--- config.mk ---
export PLATFORM = sky130hd
export DESIGN_NAME = serial_adder
export DESIGN_NICKNAME = d
export VERILOG_FILES = /design/src/rtl/serial_adder_pkg.sv /design/src/rtl/full_adder.sv /design/src/rtl/half_adder.sv /design/src/rtl/serial_adder.sv
export SDC_FILE = /design/constraint.sdc
export NUM_CORES = 1
export LEC_CHECK = 0
export CAP_MARGIN = 20
export CORE_ASPECT_RATIO = 0.5
export CORE_UTILIZATION = 36
export DETAILED_ROUTE_END_ITERATION = 6
export DONT_BUFFER_PORTS = 1
export GPL_ROUTABILITY_DRIVEN = 0
export SYNTH_ARGS = -nofsm -noshare
export SYNTH_HDL_FRONTEND = slang
export SYNTH_HIERARCHICAL = 1
export SYNTH_SLANG_ARGS = --single-unit
--- constraint.sdc ---
create_clock -name clk -period 2.35 [get_ports clk]
set_clock_uncertainty 0.2 [all_clocks]
set_input_delay 0.235 -clock clk [delete_from_list [all_inputs] [get_ports clk]]
set_output_delay 0.235 -clock clk [all_outputs]
set_load 0.05 [all_outputs]
--- src/rtl/serial_adder_pkg.sv ---
// Shared types for the bit-serial adder: FSM state encoding and counter sizing.
// Latency: n/a (types and constant functions only).
// Backpressure: n/a.
package serial_adder_pkg;

  // Encoding is fixed; the unused code 2'd3 is treated as illegal and recovers to idle.
  typedef enum logic [1:0] {
    ST_IDLE = 2'd0,
    ST_RUN  = 2'd1,
    ST_DONE = 2'd2
  } state_e;

  // Bit counter width: enough to count 0..w-1, never narrower than one bit.
  function automatic int cnt_width(input int w);
    return (w > 1) ? $clog2(w) : 1;
  endfunction

endpackage

--- src/rtl/full_adder.sv ---
// One-bit full adder built from two half-adder cells and an OR for the carry.
// Latency: combinational.
// Backpressure: none.
module full_adder (
  input  logic a,
  input  logic b,
  input  logic cin,
  output logic s,
  output logic cout
);

  logic s1;
  logic c1;
  logic c2;

  half_adder u_ha0 (.a(a),  .b(b),   .s(s1), .c(c1));
  half_adder u_ha1 (.a(s1), .b(cin), .s(s),  .c(c2));

  // Both half-adder carries can never be high together, so OR suffices.
  assign cout = c1 | c2;

endmodule

--- src/rtl/half_adder.sv ---
// Half adder cell: s = a ^ b, c = a & b.
// Latency: combinational.
// Backpressure: none.
module half_adder (
  input  logic a,
  input  logic b,
  output logic s,
  output logic c
);

  assign s = a ^ b;
  assign c = a & b;

endmodule

--- src/rtl/serial_adder.sv ---
// Bit-serial WIDTH-bit adder: loads a, b, cin on start, adds LSB-first one bit per clock.
// Latency: done is high in the cycle after the WIDTH-th edge following acceptance.
// Backpressure: start is only sampled in idle; requests while busy/done are dropped.
module serial_adder
  import serial_adder_pkg::*;
#(
  parameter int WIDTH = 8
) (
  input  logic             clk,
  input  logic             rst_n,
  input  logic             start,
  input  logic [WIDTH-1:0] a,
  input  logic [WIDTH-1:0] b,
  input  logic             cin,
  output logic             busy,
  output logic             done,
  output logic [WIDTH-1:0] sum,
  output logic             cout
);

  localparam int CW = cnt_width(WIDTH);

  state_e           state_q, state_d;
  logic [WIDTH-1:0] op_a_q,  op_a_d;
  logic [WIDTH-1:0] op_b_q,  op_b_d;
  logic [WIDTH-1:0] acc_q,   acc_d;
  logic [WIDTH-1:0] sum_q,   sum_d;
  logic [CW-1:0]    cnt_q,   cnt_d;
  logic             carry_q, carry_d;
  logic             cout_q,  cout_d;

  logic             fa_s;
  logic             fa_c;
  logic             last_bit;
  logic [WIDTH-1:0] acc_shift;

  full_adder u_fa (
    .a    (op_a_q[0]),
    .b    (op_b_q[0]),
    .cin  (carry_q),
    .s    (fa_s),
    .cout (fa_c)
  );

  assign last_bit  = (cnt_q == CW'(WIDTH - 1));
  // New sum bit enters at the MSB; after WIDTH shifts bit 0 lines up with the LSB.
  assign acc_shift = (acc_q >> 1) | (WIDTH'(fa_s) << (WIDTH - 1));

  // Next-state and datapath update: load in idle, shift one bit per clock in run.
  always_comb begin
    state_d = state_q;
    op_a_d  = op_a_q;
    op_b_d  = op_b_q;
    acc_d   = acc_q;
    sum_d   = sum_q;
    cnt_d   = cnt_q;
    carry_d = carry_q;
    cout_d  = cout_q;
    case (state_q)
      ST_IDLE: begin
        if (start) begin
          op_a_d  = a;
          op_b_d  = b;
          carry_d = cin;
          acc_d   = '0;
          cnt_d   = '0;
          state_d = ST_RUN;
        end
      end
      ST_RUN: begin
        op_a_d  = op_a_q >> 1;
        op_b_d  = op_b_q >> 1;
        carry_d = fa_c;
        acc_d   = acc_shift;
        if (last_bit) begin
          sum_d   = acc_shift;
          cout_d  = fa_c;
          state_d = ST_DONE;
        end else begin
          cnt_d = cnt_q + 1'b1;
        end
      end
      ST_DONE: state_d = ST_IDLE;
      default: state_d = ST_IDLE;
    endcase
  end

  // State and datapath registers; reset clears everything including results.
  always_ff @(posedge clk or negedge rst_n) begin
    if (!rst_n) begin
      state_q <= ST_IDLE;
      op_a_q  <= '0;
      op_b_q  <= '0;
      acc_q   <= '0;
      sum_q   <= '0;
      cnt_q   <= '0;
      carry_q <= 1'b0;
      cout_q  <= 1'b0;
    end else begin
      state_q <= state_d;
      op_a_q  <= op_a_d;
      op_b_q  <= op_b_d;
      acc_q   <= acc_d;
      sum_q   <= sum_d;
      cnt_q   <= cnt_d;
      carry_q <= carry_d;
      cout_q  <= cout_d;
    end
  end

  // Status decoded straight from the state flops, so mutually exclusive and glitch-free.
  assign busy = (state_q == ST_RUN);
  assign done = (state_q == ST_DONE);
  assign sum  = sum_q;
  assign cout = cout_q;

endmodule
; ---- Yosys cells after proc, flatten, opt, wreduce, memory -nomap -nowiden
; Index checks and enable logic that the tools add are counted.
[totals]
regBits = 39
latchBits = 0
ram_bits = 0
romBits = 0
out_inout_bits = 11
elab_cells = 41
memories = 0
[classes]
addsub = 1
n_mul = 0
div_mod_pow = 0
magnitude_cmp = 0
eq_ne = 6
n_shift = 0
muxes = 14
n_bitwise = 6
reduce_logical = 6
[ops]
columns = op, count
row1 = one-hot mux 8 bit (2 select lines), 3
row2 = 2-to-1 mux 8 bit, 3
row3 = bitwise OR 7 x 8 -> 8 bit, 1
row4 = 2-to-1 mux 3 bit, 2
row5 = one-hot mux 3 bit (2 select lines), 1
row6 = AND reduction 2 bit, 3
row7 = 2-to-1 mux 2 bit, 2
row8 = "!= test 2 bit, second input constant", 2
row9 = one-hot mux 2 bit (2 select lines), 1
row10 = "adder 3 x 1 -> 3 bit, second input constant", 1
row11 = "equality test 3 bit, second input constant", 1
row12 = AND reduction 3 bit, 1
row13 = AND 1 bit, 2
row14 = "equality test 2 x 1 -> 1 bit, second input constant", 1
row15 = "equality test 2 bit, second input constant", 1
row16 = logical NOT 2 bit, 1
row17 = "!= test 2 x 1 -> 1 bit, second input constant", 1
row18 = one-hot mux 1 bit (2 select lines), 1
row19 = nonzero test 2 bit, 1
row20 = bitwise XOR 1 bit, 2
row21 = 2-to-1 mux 1 bit, 1
row22 = bitwise OR 1 bit, 1

; ---- Depth between registers and ports, before layout
[logic_depth]
word_depth = 4
depth_mapped = 5
ltp_nobuf = 4

; ---- Cells and area by module
; Netlist, hierarchy kept.
[modules_own_cells]
columns = module, instances, cells_each, area_per_inst_um2, seq_area_each_um2
row1 = serial_adder, 1, 129, 1727.9, 950.9
row2 = half_adder, 2, 1, 12.5, 0.0
row3 = full_adder, 1, 1, 6.3, 0.0

; ---- Worst setup path before layout
; No wires, ideal clock.
[synth_timing]
kind = register to output
startpoint = reg state_q[0]
endpoint = out done
t_arrival_ns = 1.431
required_ns = 1.915
path_slack_ns = 0.484
path_stages_with_launch = 4
path_cell_list = dfrtp_1 buf_4 buf_2 nor2b_1
[synth_between]
elab_chain_cells = 1
[synth_lines]
columns = element, line_no
row1 = from (decl), serial_adder.sv:23  ; state_e state_q, state_d;
row2 = from (signal assigned), serial_adder.sv:100  ; state_q <= state_d;
row3 = equality test 2 bit, serial_adder.sv:113  ; assign done = (state_q == ST_DONE);
row4 = to (decl), serial_adder.sv:16  ; output logic done,
; No other way between the ends.

; ---- Worst setup path after layout
[layout_timing]
startpoint = reg cnt_q[0]
endpoint = reg sum_q[0] (netlist: sum[0])
[layout_between]
elab_chain_cells = 2
[layout_lines]
columns = element, line_no
row1 = from (decl), serial_adder.sv:28  ; logic [CW-1:0] cnt_q, cnt_d;
row2 = from (signal assigned), serial_adder.sv:105  ; cnt_q <= cnt_d;
row3 = equality test 3 bit, serial_adder.sv:45  ; assign last_bit = (cnt_q == CW'(WIDTH - 1));
row4 = AND reduction 2 bit (no line), -
row5 = to (signal assigned), serial_adder.sv:104  ; sum_q <= sum_d;
row6 = to (decl), serial_adder.sv:27  ; logic [WIDTH-1:0] sum_q, sum_d;
; No other way between the ends.
; A chain may end at the register's enable or synchronous reset.

==> flow_metrics.env <==
export IMPL_fin_crit_sh=0.837
export IMPL_cts_sinks=38
export IMPL_criticalPathCategory="register to register"
export IMPL_grt_use_total=0.154
export IMPL_fp_dieW_um=101
export IMPL_htreeDepth=2
export IMPL_number_of_instances_in_the_synthesized_netlist=132
export IMPL_netlist_top_cells_area="sky130_fd_sc_hd__dfrtp_1, sky130_fd_sc_hd__o221a_2, sky130_fd_sc_hd__or4b_1, sky130_fd_sc_hd__mux2_2, sky130_fd_sc_hd__a22o_1"
export IMPL_synth_top_area_share=0.541
export IMPL_drt_first_pass_iters=4
export IMPL_synth_top_cell_by_area="sky130_fd_sc_hd__dfrtp_1"
export IMPL_setup_worst_path_start_class="register"
export IMPL_crit_reg2reg_launch="cnt_q[0]"
export IMPL_top_level_ports=31
export IMPL_post_dp_hpwl_mm=2.25
export IMPL_die_height_um=51.4
export IMPL_antenna_diode_count=0
export IMPL_finalSetupViolCount=0
export IMPL_cp_data_arrival_time_ps=1940
export IMPL_buffer_count_from_post_cts_setup_fixing=0
export IMPL_synth_sequential_area_ratio=0.541
export IMPL_ant_nets=0
export IMPL_vdd_ir_max_uv=361
export IMPL_timing_fmax_mhz=508
export IMPL_hold_crit_depth=2
export IMPL_maxCapViolations=0
export IMPL_clkSlewWorstSetupHoldPaths_ps=70
export IMPL_pd_cells_mw_per_mm2=1400
export IMPL_detail_route_wl_per_cell_um=16.3
export IMPL_nNetsFinal=163
export IMPL_final_min_clock_period_ps=1970
export IMPL_timing_worst_slew_pin_value_ps=488
export IMPL_via_count=1107
export IMPL_syn_area_mm2=0.00176
export IMPL_gr_total_overflow=0
export IMPL_design_core_area_mm2=0.00455
export IMPL_first_global_vias=1162
export IMPL_outcome="finished, final reports clean"
export IMPL_r2r_end="sum[0]"
export IMPL_final_util=0.436
export IMPL_tritoncts="built"
export IMPL_drive_above_1_share=0.300
export IMPL_yosys_warnings=6
export IMPL_max_slew_margin=0.675
export IMPL_startpoint="cnt_q[0]"
export IMPL_grt_max_degree=39
export IMPL_first_pass_grt_wire_length_mm=5.88
export IMPL_hold_violations=0
export IMPL_ff2ff_setup_slack_ps=380
export IMPL_hold_start="a[4]"
export IMPL_timing_critical_path_to="sum[0]"
export IMPL_die_outline_area_mm2=0.00519
export IMPL_synth_net_count=156
export IMPL_syn_avg_cell_area_um2=13.3
export IMPL_cts_root_buf="sky130_fd_sc_hd__clkbuf_8"
export IMPL_drcViolationCount=0
export IMPL_drt_vias_per_instance=5.37
export IMPL_antenna_violations_before_repair=0
export IMPL_critPathRequiredTime_ps=2330
export IMPL_critical_path_peak_fanout=10
export IMPL_final_max_slew_violation_count=0
export IMPL_critPathCaptureType="register"
export IMPL_holdCritPathClass="input port to register"
export IMPL_routed_wirelength_mm=3.36
export IMPL_areaGrowthSynthToFinish_pct=12.7
export IMPL_drt_initial_drc_count=33
export IMPL_reg2reg_depth=4
export IMPL_count_of_hold_fix_buffers_inserted_at_cts=4
export IMPL_worst_skew_pair_late_latency_ps=290
export IMPL_unrepaired_setup_endpoints_after_global_routing="false"
export IMPL_setup_tns_ps=0
export IMPL_clockBufferDepth=2
export IMPL_start_util=0.386
export IMPL_yosysUniqueCellTypes=29
export IMPL_postCtsResizedCells=0
export IMPL_numCtsBuffers=5
export IMPL_io_buffer_count=0
export IMPL_leakagePower_nw=0.876
export IMPL_row_count=17
export IMPL_synth_ff_latch_count=38
==> per-layer routing <==
metal | global-route usage | wire length, um | vias up
li1 | - | - | 531
met1 | 0.199 | 1620 | 554
met2 | 0.239 | 1540 | 19
met3 | 0.0492 | 177 | 3
met4 | 0.0652 | 21 | 0
met5 | 0 | 0 | -
==> registers in the layout, indices dropped and copies added, names as in the netlist <==
register / cells
acc_q: 7
carry_q: 1
cnt_q: 3
cout: 1
op_a_q: 8
op_b_q: 8
state_q: 2
sum: 8
==> area by class of cell <==
| type | count | area (um^2) |
|---|---|---|
| clock buffer | 5 | 68.8 |
| clock inverter | 3 | 40.0 |
| multi-input combinational | 76 | 712 |
| sequential | 38 | 951 |
| tap | 66 | 82.6 |
| inverter | 7 | 26.3 |
| fill | 425 | 2570 |
| timing repair buffer | 11 | 103 |
==> worst max-delay path: stages, from the launching register on <==
cell                       delay [ps]
sky130_fd_sc_hd__dfrtp_1          410
sky130_fd_sc_hd__ha_1             220
sky130_fd_sc_hd__ha_1             250
sky130_fd_sc_hd__nand3b_1         380
sky130_fd_sc_hd__mux2_2           390
==> cells by family after synthesis <==
| family | share of synthesized area |
|---|---|
| buffers and inverters | 0.0548 |
| adder cells (fa/ha/maj) | 0.0285 |
| AND/OR/NAND/NOR | 0.152 |
| AO/OA/AOI/OAI | 0.167 |
| multiplexers | 0.0576 |
| flip-flops | 0.541 |
==> cell usage after synthesis (all sizes together) <==
library cell and count:
a22o 7, dfrtp 38, nand3 3, nand2b 4, o21ba 1, nor4b 2
o21bai 1, inv 7, o221a 13, nand2 2, nand3b 1, nor4bb 2
nor2b 1, or4b 13, buf 11, or2 2, mux2 9, a221oi 1
a21oi 1, a211oi 1, o221ai 3, ha 4, nor3b 3, a211o 2
==> worst min path at each step <==
stage / endpoint / slack [ps]
3_5_place_dp: op_b_q[6] / -260
4_1_cts: op_a_q[4] / 3
3_3_place_gp: op_a_q[2] / -260
5_1_grt: op_b_q[2] / 4
6_report: op_a_q[4] / 8
2_1_floorplan: acc_q[1] / -260
==> through the flow <==
| stage | setup slack, ps | total power [mW] | std cells | hold WS [ps] | cell area, um^2 |
|---|---|---|---|---|---|
| detailed placement | 373 | 2.24 | 194 | -260 | 1820 |
| global route | 256 | 2.98 | 206 | 4.13 | 1980 |
| finish | 383 | 2.78 | 206 | 7.77 | 1980 |
| floorplan | 484 | 2.05 | 132 | -261 | 1760 |
| global placement | 403 | 2.20 | 194 | -259 | 1820 |
| CTS | 335 | 2.82 | 206 | 3.49 | 1980 |
==> layout by cell type, fill, tap and decap left out, types with 3 or more instances in the layout <==
| master | count |
|---|---|
| sky130_fd_sc_hd__a22o_1 | 7 |
| sky130_fd_sc_hd__buf_4 | 7 |
| sky130_fd_sc_hd__clkbuf_8 | 5 |
| sky130_fd_sc_hd__dfrtp_1 | 38 |
| sky130_fd_sc_hd__dlygate4sd3_1 | 3 |
| sky130_fd_sc_hd__ha_1 | 4 |
| sky130_fd_sc_hd__inv_1 | 6 |
| sky130_fd_sc_hd__mux2_2 | 9 |
| sky130_fd_sc_hd__nand2b_1 | 3 |
| sky130_fd_sc_hd__nand3_1 | 3 |
| sky130_fd_sc_hd__nor3b_1 | 3 |
| sky130_fd_sc_hd__o221a_2 | 13 |
| sky130_fd_sc_hd__o221ai_1 | 3 |
| sky130_fd_sc_hd__or4b_1 | 13 |
==> report_power, final <==
| group | switching, mW | internal [mW] | total (mW) |
|---|---|---|---|
| combinational | 0.415 | 0.470 | 0.886 |
| clock | 0.230 | 0.312 | 0.542 |
| sequential | 0.417 | 0.937 | 1.35 |
No activity file was read; power rests on OpenSTA's default activity.
